**src/rtl/edge_arb_pkg.sv**
```systemverilog
// edge_arb_pkg: shared types and default sizing for the edge request arbiter.
// Holds the arbiter FSM state enum and the default N / TIMEOUT values.
package edge_arb_pkg;

  localparam int DEF_N       = 4;
  localparam int DEF_TIMEOUT = 255;

  typedef enum logic {
    IDLE  = 1'b0,
    GRANT = 1'b1
  } arb_state_e;

endpackage

```
**src/rtl/pe_pulse.sv**
```systemverilog
// pe_pulse: two-flop synchronizer plus rising-edge detector for one async line.
// Ports: clk, reset (async, active-high), i_async in, o_pulse one-cycle event.
module pe_pulse (
  input  logic clk,
  input  logic reset,
  input  logic i_async,
  output logic o_pulse
);

  logic       r_s0;
  logic       r_s1;
  logic       r_prev;
  logic       r_arm;
  logic [1:0] r_rdy;

  // r_rdy marks when r_s1 holds a real sample after reset.
  // r_arm only sets once that sample is low, so a line that
  // was already high at reset release cannot fire an event.
  always_ff @(posedge clk or posedge reset) begin
    if (reset) begin
      r_s0   <= 1'b0;
      r_s1   <= 1'b0;
      r_prev <= 1'b0;
      r_arm  <= 1'b0;
      r_rdy  <= 2'b00;
    end else begin
      r_s0   <= i_async;
      r_s1   <= r_s0;
      r_prev <= r_s1;
      r_rdy  <= {r_rdy[0], 1'b1};
      if (r_rdy[1] && !r_s1)
        r_arm <= 1'b1;
    end
  end

  assign o_pulse = r_s1 & ~r_prev & r_arm;

endmodule

```
**src/rtl/edge_req_arbiter.sv**
```systemverilog
// edge_req_arbiter: round-robin arbiter for edge-triggered requests with timeout.
// Ports: clk, reset, req[N], done, clear_overrun -> grant[N], busy, pending[N], overrun[N], timeout.
module edge_req_arbiter
  import edge_arb_pkg::*;
#(
  parameter int N       = DEF_N,
  parameter int TIMEOUT = DEF_TIMEOUT
) (
  input  logic         clk,
  input  logic         reset,
  input  logic [N-1:0] req,
  input  logic         done,
  input  logic         clear_overrun,
  output logic [N-1:0] grant,
  output logic         busy,
  output logic [N-1:0] pending,
  output logic [N-1:0] overrun,
  output logic         timeout
);

  localparam int PW = (N > 1) ? $clog2(N) : 1;
  localparam int TW = $clog2(TIMEOUT + 1);
  localparam logic [TW-1:0] T_LAST = TW'(TIMEOUT - 1);
  localparam logic [PW-1:0] P_LAST = PW'(N - 1);

  arb_state_e    r_state;
  logic [N-1:0]  r_grant;
  logic          r_busy;
  logic [N-1:0]  r_pending;
  logic [N-1:0]  r_overrun;
  logic          r_timeout;
  logic [PW-1:0] r_rr_ptr;
  logic [PW-1:0] r_gidx;
  logic [TW-1:0] r_timer;

  logic [N-1:0]  w_ev;
  logic [N-1:0]  w_sel_oh;
  logic [PW-1:0] w_sel_idx;
  logic          w_sel_vld;
  logic          w_enter;
  logic [N-1:0]  w_clr;
  logic [N-1:0]  w_ovr_set;
  logic [N-1:0]  w_pend_nxt;
  logic [N-1:0]  w_ovr_nxt;
  logic [PW-1:0] w_nxt_ptr;

  for (genvar g = 0; g < N; g++) begin : g_sync
    pe_pulse u_pe (
      .clk     (clk),
      .reset   (reset),
      .i_async (req[g]),
      .o_pulse (w_ev[g])
    );
  end

  // First pending channel at or after rr_ptr, wrapping.
  always_comb begin
    int j;
    j         = 0;
    w_sel_oh  = '0;
    w_sel_idx = '0;
    w_sel_vld = 1'b0;
    for (int k = 0; k < N; k++) begin
      j = int'(r_rr_ptr) + k;
      if (j >= N)
        j = j - N;
      if (!w_sel_vld && r_pending[j]) begin
        w_sel_vld   = 1'b1;
        w_sel_idx   = PW'(j);
        w_sel_oh[j] = 1'b1;
      end
    end
  end

  assign w_enter = (r_state == IDLE) && w_sel_vld;
  assign w_clr   = w_enter ? w_sel_oh : '0;

  // A new event on a channel that stays pending is an overrun.
  // An event on the bit being granted just re-arms it.
  assign w_ovr_set  = w_ev & r_pending & ~w_clr;
  assign w_pend_nxt = (r_pending & ~w_clr) | w_ev;
  assign w_ovr_nxt  = (clear_overrun ? '0 : r_overrun)
                    | w_ovr_set;

  assign w_nxt_ptr = (r_gidx == P_LAST) ? '0
                   : r_gidx + PW'(1);

  always_ff @(posedge clk or posedge reset) begin
    if (reset) begin
      r_state   <= IDLE;
      r_grant   <= '0;
      r_busy    <= 1'b0;
      r_pending <= '0;
      r_overrun <= '0;
      r_timeout <= 1'b0;
      r_rr_ptr  <= '0;
      r_gidx    <= '0;
      r_timer   <= '0;
    end else begin
      r_pending <= w_pend_nxt;
      r_overrun <= w_ovr_nxt;
      r_timeout <= 1'b0;
      unique case (r_state)
        IDLE: begin
          if (w_sel_vld) begin
            r_state <= GRANT;
            r_grant <= w_sel_oh;
            r_busy  <= 1'b1;
            r_gidx  <= w_sel_idx;
            r_timer <= '0;
          end
        end
        GRANT: begin
          // done wins over a coincident expiry
          if (done) begin
            r_state  <= IDLE;
            r_grant  <= '0;
            r_busy   <= 1'b0;
            r_rr_ptr <= w_nxt_ptr;
          end else if (r_timer == T_LAST) begin
            r_state   <= IDLE;
            r_grant   <= '0;
            r_busy    <= 1'b0;
            r_rr_ptr  <= w_nxt_ptr;
            r_timeout <= 1'b1;
          end else begin
            r_timer <= r_timer + TW'(1);
          end
        end
        default: r_state <= IDLE;
      endcase
    end
  end

  assign grant   = r_grant;
  assign busy    = r_busy;
  assign pending = r_pending;
  assign overrun = r_overrun;
  assign timeout = r_timeout;

endmodule

```
**config.mk**
```make
export PLATFORM = sky130hd
export DESIGN_NAME = edge_req_arbiter
export DESIGN_NICKNAME = d
export VERILOG_FILES = /design/src/rtl/edge_arb_pkg.sv /design/src/rtl/pe_pulse.sv /design/src/rtl/edge_req_arbiter.sv
export SDC_FILE = /design/constraint.sdc
export NUM_CORES = 1
export LEC_CHECK = 0
export ABC_CLOCK_PERIOD_IN_PS = 3100
export BUFFER_PORTS_ARGS = -buffer_cell sky130_fd_sc_hd__buf_2
export CORE_ASPECT_RATIO = 0.5
export CORE_MARGIN = 2
export CORE_UTILIZATION = 55
export CTS_BUF_LIST = sky130_fd_sc_hd__clkbuf_16
export CTS_CLUSTER_SIZE = 16
export DETAILED_ROUTE_END_ITERATION = 8
export PLACE_DENSITY_LB_ADDON = 0.2
export SKIP_CTS_REPAIR_TIMING = 1
export SLEW_MARGIN = 20
export SYNTH_ARGS = -nofsm -noshare
export SYNTH_HDL_FRONTEND = slang
export SYNTH_SLANG_ARGS = --single-unit
```
**constraint.sdc**
```tcl
create_clock -name clk -period 3.1 [get_ports clk]
set_input_delay 0 -clock clk [delete_from_list [all_inputs] [get_ports clk]]
set_output_delay 0 -clock clk [all_outputs]
set_load 0.02 [all_outputs]
```
# Word level (Yosys, flattened, before mapping)
# Cells that the tools add are included.
dict set report word_totals {
  reg_bits 51
  input_bits 8
}
dict set report op_classes {
  add_sub_neg 9
  n_lt_le_gt_ge 12
  eq_ne 6
  n_mux 60
  bitwise 22
  reduce_logical 24
}
# operator count
set ops {}
lappend ops {{32-bit by 1-bit greater-or-equal comparator with 1-bit output (second input constant)} 4}
lappend ops {{32-bit by 4-bit less-than comparator with 1-bit output (second input constant)} 4}
lappend ops {{32-bit two-way mux} 4}
lappend ops {{4-bit two-way mux} 9}
lappend ops {{1-bit two-way mux} 25}
lappend ops {{8-bit two-way mux} 3}
lappend ops {{4-bit bitwise OR} 5}
lappend ops {{8-bit case mux with 2 select lines} 1}
lappend ops {{2-bit two-way mux} 7}
lappend ops {{4-bit bitwise AND} 3}
lappend ops {{1-bit logical AND} 12}
lappend ops {{3-bit by 3-bit subtractor with 4-bit output (second input constant)} 3}
lappend ops {{3-bit greater-or-equal comparator (second input constant)} 3}
lappend ops {{8-bit by 1-bit adder with 8-bit output (second input constant)} 1}
lappend ops {{1-bit bitwise AND} 8}
lappend ops {{1-bit binary-select mux with 2-bit select} 4}
lappend ops {{1-bit demux with 2-bit select} 4}
lappend ops {{8-bit == test (second input constant)} 1}
lappend ops {{4-bit case mux with 2 select lines} 1}
lappend ops {{1-bit zero test} 7}
lappend ops {{2-bit by 2-bit adder with 3-bit output (second input constant)} 2}
lappend ops {{2-bit inequality test (second input constant)} 3}
lappend ops {{2-bit AND reduction} 3}
lappend ops {{1-bit inverter} 5}
lappend ops {{10 further kinds} 11}

# Depth between registers and ports, before layout
dict set report depth {
  word_depth 20
  depth_mapped 11
  mapped_depth_nobuf 7
}

# Hierarchy
# From an unflattened synthesis, not the netlist that was laid out.
dict set report hier_totals {
  cells_unflattened 224
  area_unflattened_um2 2428.6
}
# mod instances cells_per_inst area_each_um2 seq_area_each_um2
set modules_own_cells {}
lappend modules_own_cells {edge_req_arbiter 1 176 1722.9 675.6}
lappend modules_own_cells {pe_pulse 4 12 176.4 150.1}

# Least setup slack after synthesis
# No wires, ideal clock.
dict set report synth_timing {
  path_type {reg2reg}
  startpoint {reg r_rr_ptr[0]}
  endpoint {reg r_grant[0], in the netlist grant[0]}
  setup_ns 0.121
  arrival_ns 2.642
  required_ns 2.979
  slack_ns 0.337
  stages_incl_launch_ff 11
  path_buffers 4
  synth_period_minus_slack_ns 2.763
  cell_sequence {dfrtp_1 -> buf_6 -> clkbuf_1 -> inv_1 -> ha_1 -> buf_6 -> mux4_2 -> nor3_4 -> a21oi_1 -> buf_4 -> a22o_1}
}
dict set report synth_between {
  elab_chain_cells 17
  elab_cells_between_ends 68
  cone_classes {add/sub: 7; order compare: 12; eq/ne: 1; mux: 34; bitwise: 3; reduce/logical: 11}
}
# item line_no
set synth_lines {}
lappend synth_lines {{from (decl)} edge_req_arbiter.sv:32} ;# logic [PW-1:0] r_rr_ptr;
lappend synth_lines {{from (signal assigned)} edge_req_arbiter.sv:119} ;# r_rr_ptr <= w_nxt_ptr;
lappend synth_lines {{from (signal assigned)} edge_req_arbiter.sv:124} ;# r_rr_ptr <= w_nxt_ptr;
lappend synth_lines {{parallel branches: the longest is 17 deep, another holds 32-bit by 1-bit greater-or-equal comparator with 1-bit output} n/a}
lappend synth_lines {{to (signal assigned)} edge_req_arbiter.sv:107} ;# r_grant <= w_sel_oh;
lappend synth_lines {{to (decl)} edge_req_arbiter.sv:27} ;# logic [N-1:0] r_grant;
# Several ways; the timed one is not identified. The select of a mux whose other input is x is not followed.
# A chain may end at the register's enable or synchronous reset.

# Worst setup path in the final report
dict set report layout_timing {
  startpoint {reg r_rr_ptr[1]}
  endpoint {reg r_gidx[0]}
}
dict set report layout_between {
  elab_chain_cells 16
  elab_cells_between_ends 42
  cone_classes {add/sub: 7; order compare: 4; mux: 24; reduce/logical: 7}
}
# item line_no
set layout_lines {}
lappend layout_lines {{parallel branches: the longest is 16 deep, another holds 3-bit by 3-bit subtractor with 4-bit output} n/a}
lappend layout_lines {{to (signal assigned)} edge_req_arbiter.sv:109} ;# r_gidx <= w_sel_idx;
lappend layout_lines {{to (decl)} edge_req_arbiter.sv:33} ;# logic [PW-1:0] r_gidx;
# Several ways; the timed one is not identified. The select of a mux whose other input is x is not followed.

==> qor.txt <==
Finished Core Util -> 67.36%
DRT antenna net count -> 0
Row cnt -> 16
Total inserted antenna cells -> 0
Most common flop cell mapped by yosys -> dfrtp_1
Vias in the first global route -> 1,630
Startpoint types -> flip-flop
Yosys warns -> 0
Pwr dens -> 1144 nW/um^2
Fin crit period -> 2.632 ns
Crit. End Element -> flip-flop
Comb power frac -> 50.9%
Die X -> 95.52 um
Placed insts -> 290
Slew margin rel. -> 51.34%
LEAKAGE -> 1.185 nW
Via density -> 5.716
Avg Cell Area, Syn -> 10.57 um^2
Switch share -> 42.44%
Asr flop ratio synth -> 100.0%
RSZ-0062 raised after global routing -> no
Max-Cap Viols -> 0
Outcome -> finished, final reports clean
Post-DP Area -> 2445 um^2
Mapped Nets -> 233
Wire per inst -> 15.20 um
Fin. Hold Viols -> 0
Total negative slack -> 0 ns
Fin nets -> 263
Final hold slack -> 0.1064 ns
Initial core utilization -> 58.11%
Fin Clk Skew -> 0.002930 ns
Worst-path fanout max -> 9
Crit path DAT -> 2.84 ns
Share of layout cells above drive strength 1 -> 19.28%
Gp weighted congestion -> 0.9513
All-layer global routing usage -> 21.75%
Fmax -> 380.0 MHz
Clock Power Share -> 20.0%
DRT iter0 DRCs -> 89
Post-synth EDFFs -> 0
Initial antenna violation count -> 0
Critical-path top delay cell -> a21oi_1
Die H -> 49.76 um
WP buf/inv -> 4
Vias -> 1,732
Cell Area, Synth -> 2303 um^2
CP required -> 3.31 ns
Yosys reg bits -> 45
Sequential-to-total area share from yosys stat -> 48.89%
Worst-skew pair later-pin latency -> 0.28 ns
# H-tree levels -> 2
# DRC -> 0
Number of top-level pins -> 22
CTS Sinks -> 45
Switching pwr -> 1.297 mW
Setup slack after layout -> 0.4682 ns
Pwr Total -> 3.055 mW
CTS root buffer -> clkbuf_16
Finished Cell Area -> 2670 um^2
Reg clk slew, reported paths -> 0.06 ns
Slowest stage delay, CP -> 0.58 ns
First-pass GRT wire length -> 7.879 mm
Cells after synthesis -> 218
Cells along the critical path -> inv_1 > ha_1 > buf_4 > mux4_2 > inv_1 > a21oi_1 > buf_4 > nor2_1 > a21oi_1
Post-Place Setup Slack -> 0.4941 ns
Core ar. -> 3964 um^2
Area grow syn2layout -> 15.92%
Crit Path Category -> reg -> reg
Int Pwr -> 1.759 mW
Port Buffers -> 21
Pin count of the biggest net entering global routing -> 46
DIE AREA -> 4753 um^2
Hold Crit Class -> in -> reg
Crit path max-delay family -> buffers and inverters
Worst-margin pin slew -> 0.7299 ns
Grt ovf -> 0
Post-Layout Cell Count -> 303
CTS tree -> built
Final Setup Violations -> 0
Final slew viol count -> 0
Max Root-Sink Buffers -> 2
TritonCTS Buffers -> 5
WL final -> 4.606 mm
Register share of total power -> 29.1%
Post-DP HPWL -> 3.155 mm
Final worst-path cycle share -> 84.90%
DRT Pass-1 Iters -> 4
Worst vdd ir -> 0.0004421 V
Yosys cell types -> 43
[kinds of logic after synthesis]
kind of cell / Yosys count / synth area share (%)
AND/OR/NAND/NOR: 71 / 15.59
AO/OA/AOI/OAI: 59 / 17.87
flip-flops: 45 / 48.89
buffers and inverters: 20 / 4.780
multiplexers: 12 / 7.767
adder cells (fa/ha/maj): 7 / 3.802
XOR/XNOR: 3 / 1.141
other: 1 / 0.1628
[cell type report]
class,instances,area [um^2]
Clock buffer,5,125.1
Multi-Input combinational cell,153,1067
Timing Repair Buffer,30,185.2
Tap cell,54,67.56
Fill cell,315,1294
Sequential cell,45,1126
Clock inverter,3,50.05
Inverter,13,48.80
[state kept, by name (all words and copies together), names as in the netlist]
name,count
r_timer,8
r_gidx,2
r_rr_ptr,2
overrun,4
busy,1
g_sync.u_pe.r_arm,4
g_sync.u_pe.r_s0,4
g_sync.u_pe.r_prev,4
r_state,1
grant,4
timeout,1
g_sync.u_pe.r_s1,4
g_sync.u_pe.r_rdy,2
pending,4
[cells in the final DEF, fill, tap and decap left out, drive strengths merged, types with 2 or more instances in the layout]
cell type	instances
a21o	5
a21oi	14
a221oi	4
a22o	4
a2bb2oi	4
a31o	4
buf	25
clkbuf	5
clkinv	2
dfrtp	45
dlygate4sd3	5
ha	7
inv	13
mux2	4
mux2i	4
mux4	4
nand2	23
nand2b	8
nand3	5
nor2	18
nor2b	5
nor3	2
o21ai	15
o22ai	6
or3	3
xnor2	2
[synthesized netlist by cell type, types with 2 or more instances]
library cell   n  area share [%]
ha_1           7             3.8
nand3_1        5             1.1
nor2_1        18             2.9
o22ai_1        6             1.6
dfrtp_1       45              49
nand2_1       23             3.7
a221oi_2       3             2.0
o21ai_1       11             2.4
o21ai_0        4            0.87
a21o_1         5             1.6
a22o_1         4             1.5
or3_1          3            0.81
nand2b_1       8             2.2
xnor2_1        2            0.76
a21oi_1       14             3.0
a31o_1         4             1.5
nor2b_1        5             1.4
mux4_2         4             3.9
mux2i_1        3             1.3
inv_1         13             2.1
buf_6          4             2.0
mux2_2         3             1.5
a2bb2oi_1      4             1.5
[path summary, 6_finish.rpt]
path                                     startpoint                   to  slack, ns  depth (start not counted)
worst max-delay path                    r_rr_ptr[1]            r_gidx[0]       0.47                          9
worst min-delay path                  clear_overrun           overrun[1]       0.11                          4
worst max register to register          r_rr_ptr[1]            r_gidx[0]       0.47                          9
worst min register to register  g_sync[1].u_pe.r_s0  g_sync[1].u_pe.r_s1       0.35                          0
max in group asynchronous                     reset          r_rr_ptr[0]       2.33                          4
min in group asynchronous                     reset           r_timer[4]       0.40                          4
[power groups by stage]
stage	combinational, mW	clock [mW]	sequential [mW]
floorplan	1.19	0	0.933
global placement	1.49	0	0.887
detailed placement	1.53	0	0.897
CTS	1.53	0.625	0.889
global route	1.70	0.650	0.914
finish	1.55	0.612	0.889
[worst register-to-register path: stages (launching register included)]
cell	delay, ns
dfrtp_1	0.52
inv_1	0.14
ha_1	0.34
buf_4	0.19
mux4_2	0.27
inv_1	0.08
a21oi_1	0.58
buf_4	0.29
nor2_1	0.06
a21oi_1	0.10
[layer usage]
layer  GRT usage, %  up-vias  share of wire [%]
li1               -      830                  -
met1          33.20      852                 48
met2          31.70       48                 47
met3          5.046        2                5.0
met4          5.000        0               0.28
met5              0        -                  0
(Power assumes the default switching activity.)
